[src/rtl/hazard_stall_controller.sv]
// -----------------------------------------------------------------------------
// hazard_stall_controller
//
// Pipeline sequencing controller for the 5-stage MIPS core. Every cycle it
// picks one of four causes (RUN, HAZARD, MULDIV, FREEZE), in strict priority
// FREEZE > MULDIV > HAZARD > RUN. From that cause it drives the PC and
// pipeline-register enables, the ID/EX bubble and the IF/ID flush. It handles
// the hazards that forwarding cannot resolve: load-use, branch operands
// compared in ID, pending mul/div results, and data-memory wait states.
//
// Ports
//   clk, reset                 rising-edge clock, synchronous active-high reset
//   ID_rs, ID_rt, ID_usesRt    sources of the instruction in ID
//   ID_isBranch                ID compares operands (branch resolved in ID)
//   ID_isMulDiv, ID_readsHiLo  ID is mult/div, or ID is mfhi/mflo
//   ID_EX_*                    control and destinations of the EX instruction
//   EX_MEM_memRead, EX_MEM_rt  load currently in MEM
//   branchTaken, jump          ID-stage redirect requests
//   memReady                   data memory ready (0 freezes the pipeline)
//   PC_write, IF_ID_write      front-end enables
//   IF_ID_flush                zero IF/ID on this edge
//   ID_EX_bubble               load a NOP into ID/EX on this edge
//   EX_MEM_write, MEM_WB_write back-end enables
//   mulDivBusy                 mul/div unit still producing HI/LO
//   stallCause                 0 RUN, 1 HAZARD, 2 MULDIV, 3 FREEZE
//   stallCount                 saturating count of non-RUN cycles
// -----------------------------------------------------------------------------
module hazard_stall_controller #(
  parameter int unsigned MULDIV_CYCLES = 4  // legal range 1..15
) (
  input  logic        clk,
  input  logic        reset,
  input  logic [4:0]  ID_rs,
  input  logic [4:0]  ID_rt,
  input  logic        ID_usesRt,
  input  logic        ID_isBranch,
  input  logic        ID_isMulDiv,
  input  logic        ID_readsHiLo,
  input  logic        ID_EX_regWrite,
  input  logic        ID_EX_memRead,
  input  logic        ID_EX_isMulDiv,
  input  logic [4:0]  ID_EX_rd,
  input  logic [4:0]  ID_EX_rt,
  input  logic        EX_MEM_memRead,
  input  logic [4:0]  EX_MEM_rt,
  input  logic        branchTaken,
  input  logic        jump,
  input  logic        memReady,
  output logic        PC_write,
  output logic        IF_ID_write,
  output logic        IF_ID_flush,
  output logic        ID_EX_bubble,
  output logic        EX_MEM_write,
  output logic        MEM_WB_write,
  output logic        mulDivBusy,
  output logic [1:0]  stallCause,
  output logic [15:0] stallCount
);

  typedef enum logic [1:0] {
    CAUSE_RUN    = 2'd0,
    CAUSE_HAZARD = 2'd1,
    CAUSE_MULDIV = 2'd2,
    CAUSE_FREEZE = 2'd3
  } cause_e;

  localparam logic [3:0] LP_BUSY_LOAD = 4'(MULDIV_CYCLES);

  logic [3:0]  r_busy_cnt;
  logic        r_pending_flush;
  logic [15:0] r_stall_count;

  cause_e      w_cause;
  logic        w_rs_valid;
  logic        w_rt_valid;
  logic        w_hit_ex_rt;
  logic        w_hit_ex_rd;
  logic        w_hit_mem_rt;
  logic        w_load_use;
  logic        w_branch_alu;
  logic        w_branch_load;
  logic        w_muldiv_hazard;
  logic        w_data_hazard;

  // $0 is hard-wired zero, so it never creates a dependency. rt is only a
  // source when the instruction actually reads it (e.g. not for lw/addi).
  assign w_rs_valid   = (ID_rs != 5'd0);
  assign w_rt_valid   = ID_usesRt && (ID_rt != 5'd0);

  assign w_hit_ex_rt  = (w_rs_valid && (ID_rs == ID_EX_rt))  || (w_rt_valid && (ID_rt == ID_EX_rt));
  assign w_hit_ex_rd  = (w_rs_valid && (ID_rs == ID_EX_rd))  || (w_rt_valid && (ID_rt == ID_EX_rd));
  assign w_hit_mem_rt = (w_rs_valid && (ID_rs == EX_MEM_rt)) || (w_rt_valid && (ID_rt == EX_MEM_rt));

  assign w_load_use    = ID_EX_memRead && w_hit_ex_rt;
  // ALU results can reach EX consumers by forwarding, but a branch compares
  // in ID, so it must wait one cycle. A load in EX is covered by load-use.
  assign w_branch_alu  = ID_isBranch && ID_EX_regWrite && !ID_EX_memRead && w_hit_ex_rd;
  // Load data only appears at the end of MEM: a branch waits a second cycle.
  assign w_branch_load = ID_isBranch && EX_MEM_memRead && w_hit_mem_rt;
  assign w_data_hazard = w_load_use || w_branch_alu || w_branch_load;

  // HI/LO is unavailable while the unit counts down, and also in the cycle
  // the mul/div occupies EX, before the counter has been loaded.
  assign w_muldiv_hazard = (ID_isMulDiv || ID_readsHiLo) &&
                           ((r_busy_cnt != 4'd0) || ID_EX_isMulDiv);

  always_comb begin
    // NOTE: every combinational output gets a default first, so that no path
    // leaves a signal unassigned and no latch is inferred.
    w_cause = CAUSE_RUN;
    if (!memReady)            w_cause = CAUSE_FREEZE;
    else if (w_muldiv_hazard) w_cause = CAUSE_MULDIV;
    else if (w_data_hazard)   w_cause = CAUSE_HAZARD;
  end

  always_comb begin
    PC_write     = 1'b1;
    IF_ID_write  = 1'b1;
    IF_ID_flush  = branchTaken || jump || r_pending_flush;
    ID_EX_bubble = 1'b0;
    EX_MEM_write = 1'b1;
    MEM_WB_write = 1'b1;
    stallCause   = w_cause;

    if (reset) begin
      // Reset flushes the front end and pushes NOPs down the back end.
      PC_write     = 1'b0;
      IF_ID_write  = 1'b0;
      IF_ID_flush  = 1'b1;
      ID_EX_bubble = 1'b1;
      stallCause   = CAUSE_RUN;
    end else begin
      unique case (w_cause)
        CAUSE_FREEZE: begin
          PC_write     = 1'b0;
          IF_ID_write  = 1'b0;
          IF_ID_flush  = 1'b0;
          EX_MEM_write = 1'b0;
          MEM_WB_write = 1'b0;
        end
        CAUSE_MULDIV, CAUSE_HAZARD: begin
          // Redirects are ignored: the branch operands are not valid yet and
          // the branch is re-evaluated once the stall clears.
          PC_write     = 1'b0;
          IF_ID_write  = 1'b0;
          IF_ID_flush  = 1'b0;
          ID_EX_bubble = 1'b1;
        end
        default: ;
      endcase
    end
  end

  // NOTE: state registers use non-blocking assignments and a synchronous
  // reset sampled on the clock edge.
  always_ff @(posedge clk) begin
    if (reset) begin
      r_busy_cnt      <= 4'd0;
      r_pending_flush <= 1'b0;
      r_stall_count   <= 16'd0;
    end else begin
      // A frozen EX stage does not advance, so the mul/div has not issued yet.
      // The counter still runs down during a freeze: the unit keeps working.
      if (ID_EX_isMulDiv && (w_cause != CAUSE_FREEZE)) r_busy_cnt <= LP_BUSY_LOAD;
      else if (r_busy_cnt != 4'd0)                    r_busy_cnt <= r_busy_cnt - 4'd1;

      // A redirect seen while frozen is remembered and applied on the next RUN.
      if ((w_cause == CAUSE_FREEZE) && (branchTaken || jump)) r_pending_flush <= 1'b1;
      else if (w_cause == CAUSE_RUN)                          r_pending_flush <= 1'b0;

      if ((w_cause != CAUSE_RUN) && (r_stall_count != 16'hFFFF))
        r_stall_count <= r_stall_count + 16'd1;
    end
  end

  assign mulDivBusy = (r_busy_cnt != 4'd0);
  assign stallCount = r_stall_count;

endmodule

[config.mk]
export PLATFORM = sky130hd
export DESIGN_NAME = hazard_stall_controller
export DESIGN_NICKNAME = d
export VERILOG_FILES = /design/src/rtl/hazard_stall_controller.sv
export SDC_FILE = /design/constraint.sdc
export NUM_CORES = 1
export LEC_CHECK = 0
export ABC_AREA = 1
export BUFFER_PORTS_ARGS = -buffer_cell sky130_fd_sc_hd__buf_4
export CORE_ASPECT_RATIO = 1.2
export CORE_UTILIZATION = 53
export CTS_CLUSTER_SIZE = 28
export DETAILED_ROUTE_END_ITERATION = 8
export MAX_ROUTING_LAYER = met4
export PLACE_DENSITY = 0.92
export SETUP_SLACK_MARGIN = 0.2
export SLEW_MARGIN = 25
export SYNTH_ARGS = -nofsm -noshare
export SYNTH_HDL_FRONTEND = slang
export SYNTH_SLANG_ARGS = --single-unit
[constraint.sdc]
create_clock -name clk -period 4.5 [get_ports clk]
set_input_delay 0.225 -clock clk [delete_from_list [all_inputs] [get_ports clk]]
set_output_delay 0.225 -clock clk [all_outputs]
set_load 0.01 [all_outputs]
# Yosys cells after proc, flatten, opt, wreduce, memory -nomap -nowiden
# Cells that the tools add are included.
[op_classes] eq_ne=11 shifts=0 mul=0 n_div=0 bitwise=0 addsub=2 reduce_logical=37 n_lt_le_gt_ge=0 mux=16
[ops] op="equality test 5 bit" count=6
[ops] op="logical AND 1 bit" count=17
[ops] op="adder 16 x 1 -> 16 bit (second input constant)" count=1
[ops] op="!= test 16 bit (second input constant)" count=1
[ops] op="two-way mux 1 bit" count=11
[ops] op="nonzero test 5 bit" count=2
[ops] op="logical OR 1 bit" count=9
[ops] op="two-way mux 2 bit" count=3
[ops] op="two-way mux 3 bit" count=2
[ops] op="nonzero test 2 bit" count=3
[ops] op="equality test 2 bit (second input constant)" count=2
[ops] op="nonzero test 4 bit" count=1
[ops] op="OR reduction 2 bit" count=2
[ops] op="subtractor 4 x 1 -> 4 bit (second input constant)" count=1
[ops] op="OR reduction 3 bit" count=1
[ops] op="equality test 2 x 1 -> 1 bit (second input constant)" count=1
[ops] op="zero test 2 bit" count=1
[ops] op="!= test 2 bit (second input constant)" count=1
[ops] op="zero test 1 bit" count=1
[totals] ramBits=0 word_cells=70 romBits=0 out_inout_bits=25 input_bits=38 latch_bits=0 memories=0 ff_bits=21

# Logic depth before layout (Yosys ltp)
# Gate-level depths: netlist of the first run.
[depth] depth_word=14 ltp_mapped=18 depth_no_buf=17

# Least setup slack after synthesis of the first run
# No wires, ideal clock.
[synth_timing] path_kind="register -> register" startpoint="register r_busy_cnt[0]" endpoint="register r_stall_count[4], in the netlist stallCount[4]" arrival_time_ns=1.974 slack_ns=2.410 path_stages_with_launch=13 setup_time_ns=0.116 path_buffers=1 synth_period_minus_slack_ns=2.090 cell_sequence="dfxtp_1 > inv_1 > ha_1 > nand3_1 > o22ai_1 > a21oi_1 > ha_1 > inv_1 > nand2_2 > buf_6 > nor3_1 > nand3_1 > and3_1"
[synth_between] elab_chain_cells=7
[synth_rtl] element="from (decl)" line="69" source="logic [3:0] r_busy_cnt;"
[synth_rtl] element="from (signal assigned)" line="165" source="else if (r_busy_cnt != 4'd0) r_busy_cnt <= r_busy_cnt - 4'd1;"
[synth_rtl] element="nonzero test 4 bit"
[synth_rtl] element="via mulDivBusy" line="55" source="output logic mulDivBusy,"
[synth_rtl] element="logical OR 1 bit" line="105" source="((r_busy_cnt != 4'd0) || ID_EX_isMulDiv);"
[synth_rtl] element="logical AND 1 bit" line="104" source="assign w_muldiv_hazard = (ID_isMulDiv || ID_readsHiLo) &&"
[synth_rtl] element="two-way mux 2 bit" line="112" source="else if (w_muldiv_hazard) w_cause = CAUSE_MULDIV;"
[synth_rtl] element="two-way mux 2 bit" line="111" source="if (!memReady) w_cause = CAUSE_FREEZE;"
[synth_rtl] element="nonzero test 2 bit" line="171" source="if ((w_cause != CAUSE_RUN) && (r_stall_count != 16'hFFFF))"
[synth_rtl] element="logical AND 1 bit" line="171"
[synth_rtl] element="to (signal assigned)" line="172" source="r_stall_count <= r_stall_count + 16'd1;"
[synth_rtl] element="to (decl)" line="71" source="logic [15:0] r_stall_count;"
# The timed path passes the listed nets, and every way through them passes these cells.
# A chain may end at the register's enable or synchronous reset.

# Worst setup path after layout of the first run
[layout_timing] startpoint="register r_busy_cnt[0]" endpoint="output ID_EX_bubble"
[layout_between] elab_chain_cells=9
[layout_rtl] element="nonzero test 4 bit (*)" line="105"
[layout_rtl] element="logical OR 1 bit (*)" line="105"
[layout_rtl] element="logical AND 1 bit (*)" line="104"
[layout_rtl] element="two-way mux 2 bit (*)" line="112"
[layout_rtl] element="two-way mux 2 bit (*)" line="111"
[layout_rtl] element="equality test 2 bit / equality test 2 x 1 -> 1 bit (equally long branches)" line="133" source="unique case (w_cause)"
[layout_rtl] element="OR reduction 2 bit (*)"
[layout_rtl] element="two-way mux 1 bit (*)" line="133"
[layout_rtl] element="two-way mux 1 bit (*)" line="125" source="if (reset) begin"
[layout_rtl] element="to (decl)" line="52" source="output logic ID_EX_bubble,"
# Every way passes the cells marked *; elsewhere a longest branch is shown, timed or not.

==> results of run 1 <==
-- worst paths after layout --
check | slack (ns) | to | cells after the start
min reg2reg | 0.48 | r_pending_flush | 2
min | 0.19 | r_pending_flush | 3
max reg2reg | 2.02 | stallCount[15] | 13
max | 1.87 | ID_EX_bubble | 9
-- cell type report --
cell class / count / area [µm²]
Clock buffer: 3 / 22.52
Clock inverter: 1 / 5.005
Fill cell: 242 / 729.5
Inverter: 36 / 135.1
Multi-Input combinational cell: 189 / 1070
Sequential cell: 21 / 420.4
Tap cell: 34 / 42.54
Timing Repair Buffer: 62 / 465.4
-- cell usage in the layout, fill, tap and decap left out, types with 10 or more instances in the layout --
master and n:
sky130_fd_sc_hd__o21ai_0 10, sky130_fd_sc_hd__nand2_1 50, sky130_fd_sc_hd__xor2_1 13, sky130_fd_sc_hd__nor2_1 29, sky130_fd_sc_hd__inv_1 32, sky130_fd_sc_hd__nand3_1 14
sky130_fd_sc_hd__a21oi_1 14, sky130_fd_sc_hd__xnor2_1 16, sky130_fd_sc_hd__buf_4 62, sky130_fd_sc_hd__dfxtp_1 21
-- sequential cells by signal, indices dropped and copies added (netlist names) --
| signal | cells |
|---|---|
| r_busy_cnt | 4 |
| stallCount | 16 |
| r_pending_flush | 1 |
-- synth_stat cells, types with 2 or more instances --
cell	number	area [µm²]
sky130_fd_sc_hd__a31oi_1	3	18.77
sky130_fd_sc_hd__nor2_1	29	108.9
sky130_fd_sc_hd__buf_4	3	22.52
sky130_fd_sc_hd__nand2_2	2	12.51
sky130_fd_sc_hd__a21oi_1	14	70.07
sky130_fd_sc_hd__nor3_1	7	35.03
sky130_fd_sc_hd__or2_2	2	12.51
sky130_fd_sc_hd__o21bai_1	2	15.01
sky130_fd_sc_hd__nand4_1	3	18.77
sky130_fd_sc_hd__nand3_1	14	70.07
sky130_fd_sc_hd__dfxtp_1	21	420.4
sky130_fd_sc_hd__nand2_1	50	187.7
sky130_fd_sc_hd__o21ai_0	10	50.05
sky130_fd_sc_hd__xor2_1	13	113.9
sky130_fd_sc_hd__nor3_2	2	20.02
sky130_fd_sc_hd__xnor2_1	16	140.1
sky130_fd_sc_hd__nand3b_1	2	15.01
sky130_fd_sc_hd__and3_1	3	18.77
sky130_fd_sc_hd__inv_1	32	120.1
sky130_fd_sc_hd__inv_2	4	15.01
sky130_fd_sc_hd__ha_1	3	37.54
-- through the flow --
| step | hold WS [ns] | instance area, µm² | power [mW] | std cells | worst slack [ns] |
|---|---|---|---|---|---|
| floorplan | 0.3422 | 1663 | 0.3564 | 251 | 2.410 |
| global placement | 0.4685 | 2133 | 0.4380 | 342 | 2.296 |
| detailed placement | 0.4656 | 2133 | 0.4464 | 342 | 2.096 |
| CTS | 0.1894 | 2161 | 0.5373 | 346 | 1.903 |
| global route | 0.1693 | 2161 | 0.5742 | 346 | 1.641 |
| finish | 0.1874 | 2161 | 0.5363 | 346 | 1.868 |
-- kinds of logic (layout without fill, tap and decap cells) --
logic type	count (synthesis)	count (layout)
and+or+nand+nor	122	122
adders and majority gates	3	3
buffers and inverters	41	102
AOI/OAI and AO/OA	35	35
xor gates and xnor gates	29	29
DFF	21	21
-- routing by layer --
| metal | vias to the layer above | global-route usage, % |
|---|---|---|
| li1 | 930 | - |
| met5 | - | - |
| met3 | 8 | 4.106 |
| met2 | 61 | 47.78 |
| met1 | 791 | 29.28 |
| met4 | 0 | 8.882 |
-- report_power, final --
part	internal [mW]	switching, mW	total [mW]
sequential	0.206	0.0193	0.225
clock	0.0331	0.0595	0.0926
combinational	0.100	0.119	0.219
-- critical path: stages (launching register included) --
cell	delay, ns
sky130_fd_sc_hd__dfxtp_1	0.35
sky130_fd_sc_hd__inv_1	0.08
sky130_fd_sc_hd__ha_1	0.21
sky130_fd_sc_hd__nand3_1	0.20
sky130_fd_sc_hd__o22ai_1	0.26
sky130_fd_sc_hd__inv_1	0.06
sky130_fd_sc_hd__nor2_1	0.22
sky130_fd_sc_hd__ha_1	0.29
sky130_fd_sc_hd__or2_2	0.28
sky130_fd_sc_hd__buf_4	0.15
==> impl_metrics.ini, run 1 <==
[grt]
antenna_violations_before_repair = 0
first_global_vias = 1652
grt_overflow = 0
grt_first_pass_wirelength_um = 6796
groute.usage.overall_pct = 26.86
grt_start_max_net_pins = 14

[synthesis]
synthArstFlopShare_pct = 0
yosys_warnings = 0
yosysSeqAreaShare_pct = 25.28
synth_cell_type_count = 37
synthesis.instances = 251
post_synth_instance_area_mm2 = 0.001663
combinational_family_with_the_most_area_after_synthesis = simple AND/OR/NAND/NOR gates
synth_edf_count = 0
syn-num-nets = 292
synth_area_per_inst_um2 = 6.625
yosys-mux-area-fraction_pct = 0
xor_and_xnor_fraction_of_the_mapped_netlist_area_pct = 15.27
postSynthRegisterBits = 21
most_instantiated_flip_flop_cell_in_the_synthesis_netlist = sky130_fd_sc_hd__dfxtp_1
synth_simple_gate_area_share_pct = 34.99
yosys.area_share.adder_pct = 2.257
synth-compound-area-share_pct = 11.81

[floorplanning]
design.core.area_mm2 = 0.002890
boundaryPins = 63
initial_core_util_pct = 57.53
floorplan.die.height_um = 63.36
dieWidth_um = 53.13
die_area_mm2 = 0.003366
row_count = 21

[cts]
cts.sink_count = 21
cts-buffers-inserted = 3
cts_repair_resize_count = 0
cts.htree.levels = 1
post-cts-setup-buffers = 0
tritoncts_clock_tree = yes
clk_pin_slew_ns = 0.13
cts.root.buffer_cell = sky130_fd_sc_hd__clkbuf_4
clk-insertion-delay-late_ns = 0.30
clock_path_buffers = 2
post_cts_hold_buffer_count = 0

[setup_path]
worst-endpoint-required_ns = 4.28
critPathLaunchType = flop
critical_path_class = reg -> out
critPathMaxFanout = 6
worst_setup_path_startpoint = r_busy_cnt[0]
worst-endpoint-arrival_ns = 2.41
critical_path.reg2reg.startpoint = r_busy_cnt[0]
endpoint_kind = output pin

[drt]
post-route-drc-count = 0
detail_route.vias_per_cell = 5.173
detail-route-antenna-nets = 0
route.top_layer_used = met4
wl_met1_um = 1656
drt_first_pass_iters = 5
met2WireLength_um = 2147
route.vias.total = 1790
drt_wl_total_um = 4054
wl_per_cell_um = 11.72
drt-initial-drc-count = 44
met3_routed_wl_um = 171

[min_path]
timing.hold.worst.start = branchTaken
hp-class = in -> reg

[timing]
timing_hold_violations_final = 0
skew_ns = 0.006650
max_freq_ghz = 0.3800
timing.final.max_slew_violations = 0
timing.setup.tns_ns = 0
maxSlewHeadroom_pct = 76.09
worst_pin_slew_ns = 0.3583
final_period_minus_worst_setup_slack_ns = 2.632
timing.final.crit_share_pct = 58.49
rsz0062_at_grt = no
setup_viol_count_final = 0

[pwr]
pwr_density_cell_mw_per_mm2 = 248.2
static-leakage-power_nw = 1.004
ir_worst_vdd_mv = 0.2422

[place]
finalWeightedCongestion = 0.9248
detailed_place_hpwl_um = 3336
buffer_ports.inserted = 62

[layout]
antenna_cells = 0
area_delta_synth_final_pct = 29.95
post_route_cells_drive_above_1_share_pct = 26.28
layout.core_utilization_pct = 74.76
nNetsFinal = 354

[run]
maxCapViolCount = 0

[status]
outcome = finished clean
Note: power is estimated with default switching activity, not from simulation.
==> inputs of run 2 (changes only) <==
- ABC_AREA: 1 -> 0
- CORE_UTILIZATION: 53 -> 48
- PLACE_DENSITY: 0.92 -> 0.86
- clock period: 4.5 -> 2.45 ns (I/O delays scaled with it)
==> impl_metrics.ini, run 2 <==
[status]
outcome = finished clean

[layout]
post_route_cells_drive_above_1_share_pct = 42.29
area_delta_synth_final_pct = 43.03
nNetsFinal = 295
final_design_area_excluding_fillers_mm2 = 0.002258
layout.core_utilization_pct = 73.25
most-common-layout-cells = 72 x sky130_fd_sc_hd__buf_4, 26 x sky130_fd_sc_hd__xor2_1, 23 x sky130_fd_sc_hd__nor2_1
fin_cells = 289
largest_register_ffs = 16
mostFrequentLayoutCell = sky130_fd_sc_hd__buf_4
antenna_cells = 0
final.fill_count = 225

[synthesis]
most_instantiated_flip_flop_cell_in_the_synthesis_netlist = sky130_fd_sc_hd__dfxtp_1
netlist.top_cell.by_area = sky130_fd_sc_hd__dfxtp_1
yosys_warnings = 0
yosysSeqAreaShare_pct = 26.62
synth_area_per_inst_um2 = 8.628
synthArstFlopShare_pct = 0
yosysTopAreaCellShare_pct = 26.62
syn-num-nets = 224
postSynthRegisterBits = 21
post_synth_instance_area_mm2 = 0.001579
synth_edf_count = 0
synthesis.instances = 183
ys_top_cells_by_area = sky130_fd_sc_hd__dfxtp_1 27%, sky130_fd_sc_hd__xor2_1 14%, sky130_fd_sc_hd__xnor2_1 11%, sky130_fd_sc_hd__nor2_1 5.5%, sky130_fd_sc_hd__ha_1 2.4%
yosysMostFrequentCell = sky130_fd_sc_hd__xor2_1
synthTopCellsByCount = 26 x sky130_fd_sc_hd__xor2_1, 23 x sky130_fd_sc_hd__nor2_1, 21 x sky130_fd_sc_hd__dfxtp_1
synth_cell_type_count = 46

[pwr]
pwr_density_cell_mw_per_mm2 = 551.2
static-leakage-power_nw = 0.9457
power.share.combinational_pct = 52.2
part_of_the_power_in_registers_pct = 34.3
power.internal_uw = 825.7
p_sw_share_pct = 33.67
total_switching_power_uw = 419.2
ir_worst_vdd_mv = 0.5951
clock_power_share_pct = 13.6
finalPower_mw = 1.245

[floorplanning]
die_area_mm2 = 0.003524
initial_core_util_pct = 51.22
boundaryPins = 63
design.core.area_mm2 = 0.003083
row_count = 22
floorplan.die.height_um = 64.83
dieWidth_um = 54.36

[timing]
timing_hold_violations_final = 0
timing.setup.tns_ns = 0
worst_pin_slew_ns = 0.4092
max_freq_ghz = 0.4122
setup_viol_count_final = 0
rsz0062_at_grt = yes
finalWorstSetupSlack_ns = 0.02416
maxSlewHeadroom_pct = 72.72
timing.final.max_slew_violations = 0
fin_hold_ws_ns = 0.1336
final_period_minus_worst_setup_slack_ns = 2.426
timing.final.crit_share_pct = 99.01
skew_ns = 0.01202

[cts]
cts-buffers-inserted = 3
post_cts_hold_buffer_count = 0
clk_pin_slew_ns = 0.13
cts.sink_count = 21
clk-insertion-delay-late_ns = 0.31
tritoncts_clock_tree = yes
cts.htree.levels = 1
cts.root.buffer_cell = sky130_fd_sc_hd__clkbuf_4
clock_path_buffers = 2

[setup_path]
timing.critical_path.cells = inv_2 -> ha_4 -> or3b_4 -> o22a_1 -> nand2_1 -> o211ai_1 -> ha_2 -> and3b_2 -> nand2_4 -> a211o_1 -> xor2_1 -> nor2_1
cpLargestDelayFamily = simple AND/OR/NAND/NOR gates
worstPathBufferInverterCount = 1
critical_path_class = reg -> reg
critPathLaunchType = flop
critPathMaxFanout = 4
worstRegToRegCells = 12
cpMaxStageDelayCell = sky130_fd_sc_hd__or3b_4
endpoint_kind = flop
worst-endpoint-required_ns = 2.66
cell_count_along_the_critical_path = 12
worst-endpoint-arrival_ns = 2.64
crit_path_max_incr_delay_ns = 0.37

[place]
buffer_ports.inserted = 62
dp_worst_setup_slack_ns = 0.03564
detailed_place_hpwl_um = 3097
dpl_cell_area_mm2 = 0.002095
dp.cells = 275
finalWeightedCongestion = 0.8396

[grt]
grt_start_max_net_pins = 24
first_global_vias = 1480
groute.usage.overall_pct = 24.70
grt_overflow = 0
grt_first_pass_wirelength_um = 6320
antenna_violations_before_repair = 0

[drt]
detail-route-antenna-nets = 0
post-route-drc-count = 0
route.vias.total = 1612
detail_route.vias_per_cell = 5.578
drt-initial-drc-count = 50
wl_per_cell_um = 14.25
drt_first_pass_iters = 6
drt_wl_total_um = 4117

[run]
maxCapViolCount = 0

[min_path]
hp-class = in -> reg
hold-path-cell-count = 2
-- run 2: metal layers --
layer | share of wire, % | up-vias | global-route usage (%) | wire length [µm]
met4 | 1.7 | 0 | 6.731 | 70
li1 | - | 794 | - | -
met5 | 0 | - | - | 0
met1 | 39 | 728 | 26.46 | 1626
met3 | 4.7 | 10 | 2.582 | 192
met2 | 54 | 80 | 45.73 | 2228
-- run 2: area by class of cell --
type	count	area (µm²)	area share, %
clock buffer	3	22.52	0.9972
sequential	21	422.9	18.73
timing repair buffer	75	574.3	25.43
tap	36	45.04	1.994
inverter	6	25.02	1.108
multi-input combinational	147	1164	51.52
clock inverter	1	5.005	0.2216
-- run 2: cells by family (layout without fill, tap and decap cells) --
family	Yosys count	after routing	synth area share, %
and+or+nand+nor	70	70	25.28
xor gates and xnor gates	45	45	24.96
AOI/OAI and AO/OA	26	26	13.71
DFF	21	21	26.62
buffers and inverters	15	85	5.070
adders and majority gates	3	3	2.377
muxes	3	3	1.981
-- run 2: path summary, 6_finish.rpt --
path | startpoint | end | slack, ns
max | r_busy_cnt[1] | stallCount[11] | 0.02
min | reset | stallCount[8] | 0.13
max reg2reg | r_busy_cnt[1] | stallCount[11] | 0.02
min reg2reg | r_pending_flush | r_pending_flush | 0.51
-- run 2: timing repair --
item                       CTS  global route
buffers inserted             8             2
setup endpoints to repair   14            18
cloned                       0             0
resized for setup            8             7
pin swaps                   10            16
-- run 2: power by group through the flow --
stage               Sequential [mW]  Combinational [mW]  Clock (mW)
floorplan                     0.433               0.338           0
global placement              0.436               0.500           0
detailed placement            0.436               0.510           0
CTS                           0.424               0.599       0.167
global route                  0.432               0.706       0.186
finish                        0.427               0.650       0.169
-- run 2: worst reg2reg max path, cell delays in order, from the launching register on --
cell	delay (ns)
sky130_fd_sc_hd__dfxtp_2	0.34
sky130_fd_sc_hd__inv_2	0.07
sky130_fd_sc_hd__ha_4	0.13
sky130_fd_sc_hd__or3b_4	0.37
sky130_fd_sc_hd__o22a_1	0.19
sky130_fd_sc_hd__nand2_1	0.10
sky130_fd_sc_hd__o211ai_1	0.11
sky130_fd_sc_hd__ha_2	0.22
sky130_fd_sc_hd__and3b_2	0.29
sky130_fd_sc_hd__nand2_4	0.08
sky130_fd_sc_hd__a211o_1	0.25
sky130_fd_sc_hd__xor2_1	0.14
sky130_fd_sc_hd__nor2_1	0.05
==> inputs of run 3 (changes only) <==
- CORE_UTILIZATION: 48 -> 52
- PLACE_DENSITY: 0.86 -> 0.92
- RECOVER_POWER: default -> 25
- clock period: 2.45 -> 2.8 ns (I/O delays scaled with it)
==> impl_metrics.ini, run 3 (synthesized netlist as in run 2, its figures left out) <==
[run]
maxCapViolCount = 0

[timing]
timing.final.crit_share_pct = 90.45
maxSlewHeadroom_pct = 36.78
setup_viol_count_final = 0
timing.setup.tns_ns = 0
timing_hold_violations_final = 0
rsz0062_at_grt = no
finalWorstSetupSlack_ns = 0.2675
worst_pin_slew_ns = 0.9483
timing.final.max_slew_violations = 0
final_period_minus_worst_setup_slack_ns = 2.532
max_freq_ghz = 0.3949
skew_ns = 0.007271

[place]
dp_worst_setup_slack_ns = 0.1253
detailed_place_hpwl_um = 3070
finalWeightedCongestion = 0.8962
buffer_ports.inserted = 62

[floorplanning]
boundaryPins = 63
dieWidth_um = 52.31
row_count = 21
design.core.area_mm2 = 0.002838
floorplan.die.height_um = 62.37
die_area_mm2 = 0.003262
initial_core_util_pct = 55.64

[cts]
cts.htree.levels = 1
post_cts_hold_buffer_count = 0
cts.root.buffer_cell = sky130_fd_sc_hd__clkbuf_4
clk-insertion-delay-late_ns = 0.31
clock_path_buffers = 2
cts-buffers-inserted = 3
cts.sink_count = 21
clk_pin_slew_ns = 0.12
tritoncts_clock_tree = yes

[status]
outcome = finished clean

[grt]
groute.usage.overall_pct = 26.69
first_global_vias = 1618
grt_start_max_net_pins = 24
grt_overflow = 0
grt_first_pass_wirelength_um = 6561
antenna_violations_before_repair = 0

[drt]
detail-route-antenna-nets = 0
post-route-drc-count = 0
detail_route.vias_per_cell = 5.658
route.vias.total = 1573
drt_first_pass_iters = 4
drt_wl_total_um = 3976
wl_per_cell_um = 14.30
drt-initial-drc-count = 38

[setup_path]
timing.reg2reg.setup_slack_ns = 0.27
worst-endpoint-arrival_ns = 2.71
critical_path_class = reg -> reg
critPathLaunchType = flop
worst-endpoint-required_ns = 2.97
endpoint_kind = flop
critPathMaxFanout = 4
critical_path.reg2reg.endpoint = stallCount[11]
critical_path.reg2reg.startpoint = r_busy_cnt[1]
worstRegToRegCells = 12

[layout]
most-common-layout-cells = 55 x sky130_fd_sc_hd__buf_4, 26 x sky130_fd_sc_hd__xor2_1, 23 x sky130_fd_sc_hd__nor2_1
area_delta_synth_final_pct = 31.70
layout.core_utilization_pct = 73.28
final.fill_count = 233
mostFrequentLayoutCell = sky130_fd_sc_hd__buf_4
largest_register_ffs = 16
post_route_cells_drive_above_1_share_pct = 32.79
nNetsFinal = 286
antenna_cells = 0

[min_path]
timing.hold.worst.start = ID_EX_isMulDiv
hold-path-cell-count = 3
hp-class = in -> reg
min_delay_worst_endpoint = r_busy_cnt[2]

[pwr]
static-leakage-power_nw = 0.8519
finalPower_uw = 988.0
pwr_density_cell_mw_per_mm2 = 475.1
ir_worst_vdd_mv = 0.4320
[run 3: power breakdown]
part	total, mW	switching (mW)	leakage, nW	internal (mW)
clock network	0.145	0.0912	0.0177	0.0533
registers	0.376	0.0386	0.171	0.337
logic	0.468	0.215	0.663	0.253
total	0.988	0.345	0.852	0.643
[run 3: per-layer routing]
metal  up-vias  track usage, %  share of wire, %
li1        775               -                 -
met1       720           29.34                40
met2        63           43.99                52
met3        15           3.186               4.6
met4         0           16.45               3.6
met5         -               -                 0
[run 3: worst max-delay path by stage]
stage,start,end,slack [ns],cells after the start
4_1_cts,r_busy_cnt[0],stallCount[15],0.20,12
2_1_floorplan,r_busy_cnt[0],stallCount[15],0.21,13
5_1_grt,r_busy_cnt[1],stallCount[11],0.16,12
6_report,r_busy_cnt[1],stallCount[11],0.27,12
3_5_place_dp,r_busy_cnt[0],stallCount[9],0.13,12
3_3_place_gp,r_busy_cnt[0],stallCount[15],0.20,12
[run 3: timing repair]
| action | in CTS | in global routing |
|---|---|---|
| pin swaps | 0 | 4 |
| setup buffers | 0 | 3 |
| endpoints found under the setup margin | 4 | 9 |
| gates resized for setup | 4 | 8 |
[run 3: worst max-delay path: stages (launching register included)]
cell and delay [ns]:
sky130_fd_sc_hd__dfxtp_1 0.34, sky130_fd_sc_hd__inv_2 0.07, sky130_fd_sc_hd__ha_4 0.13, sky130_fd_sc_hd__or3b_4 0.38, sky130_fd_sc_hd__o22a_1 0.22, sky130_fd_sc_hd__nand2_1 0.09, sky130_fd_sc_hd__o211ai_1 0.10, sky130_fd_sc_hd__ha_2 0.21
sky130_fd_sc_hd__and3b_2 0.28, sky130_fd_sc_hd__nand2_4 0.08, sky130_fd_sc_hd__a211o_1 0.30, sky130_fd_sc_hd__xor2_1 0.15, sky130_fd_sc_hd__nor2_1 0.05
[run 3: stage by stage]
step | area, µm² | hold WS, ns | std cells
2_1_floorplan | 1580 | 0.2986 | 183
3_3_place_gp | 2037 | 0.4243 | 271
3_5_place_dp | 2037 | 0.4390 | 271
4_1_cts | 2076 | 0.1144 | 275
5_1_grt | 2079 | 0.1340 | 278
6_report | 2079 | 0.1147 | 278
[run 3: cell type report]
cell class                      instances  area (µm²)  area share (%)
Clock buffer                            3       22.52           1.083
Clock inverter                          1       5.005          0.2407
Inverter                                6       22.52           1.083
Multi-Input combinational cell        147        1111           53.43
Sequential cell                        21       421.7           20.28
Tap cell                               34       42.54           2.046
Timing Repair Buffer                   66       454.2           21.84
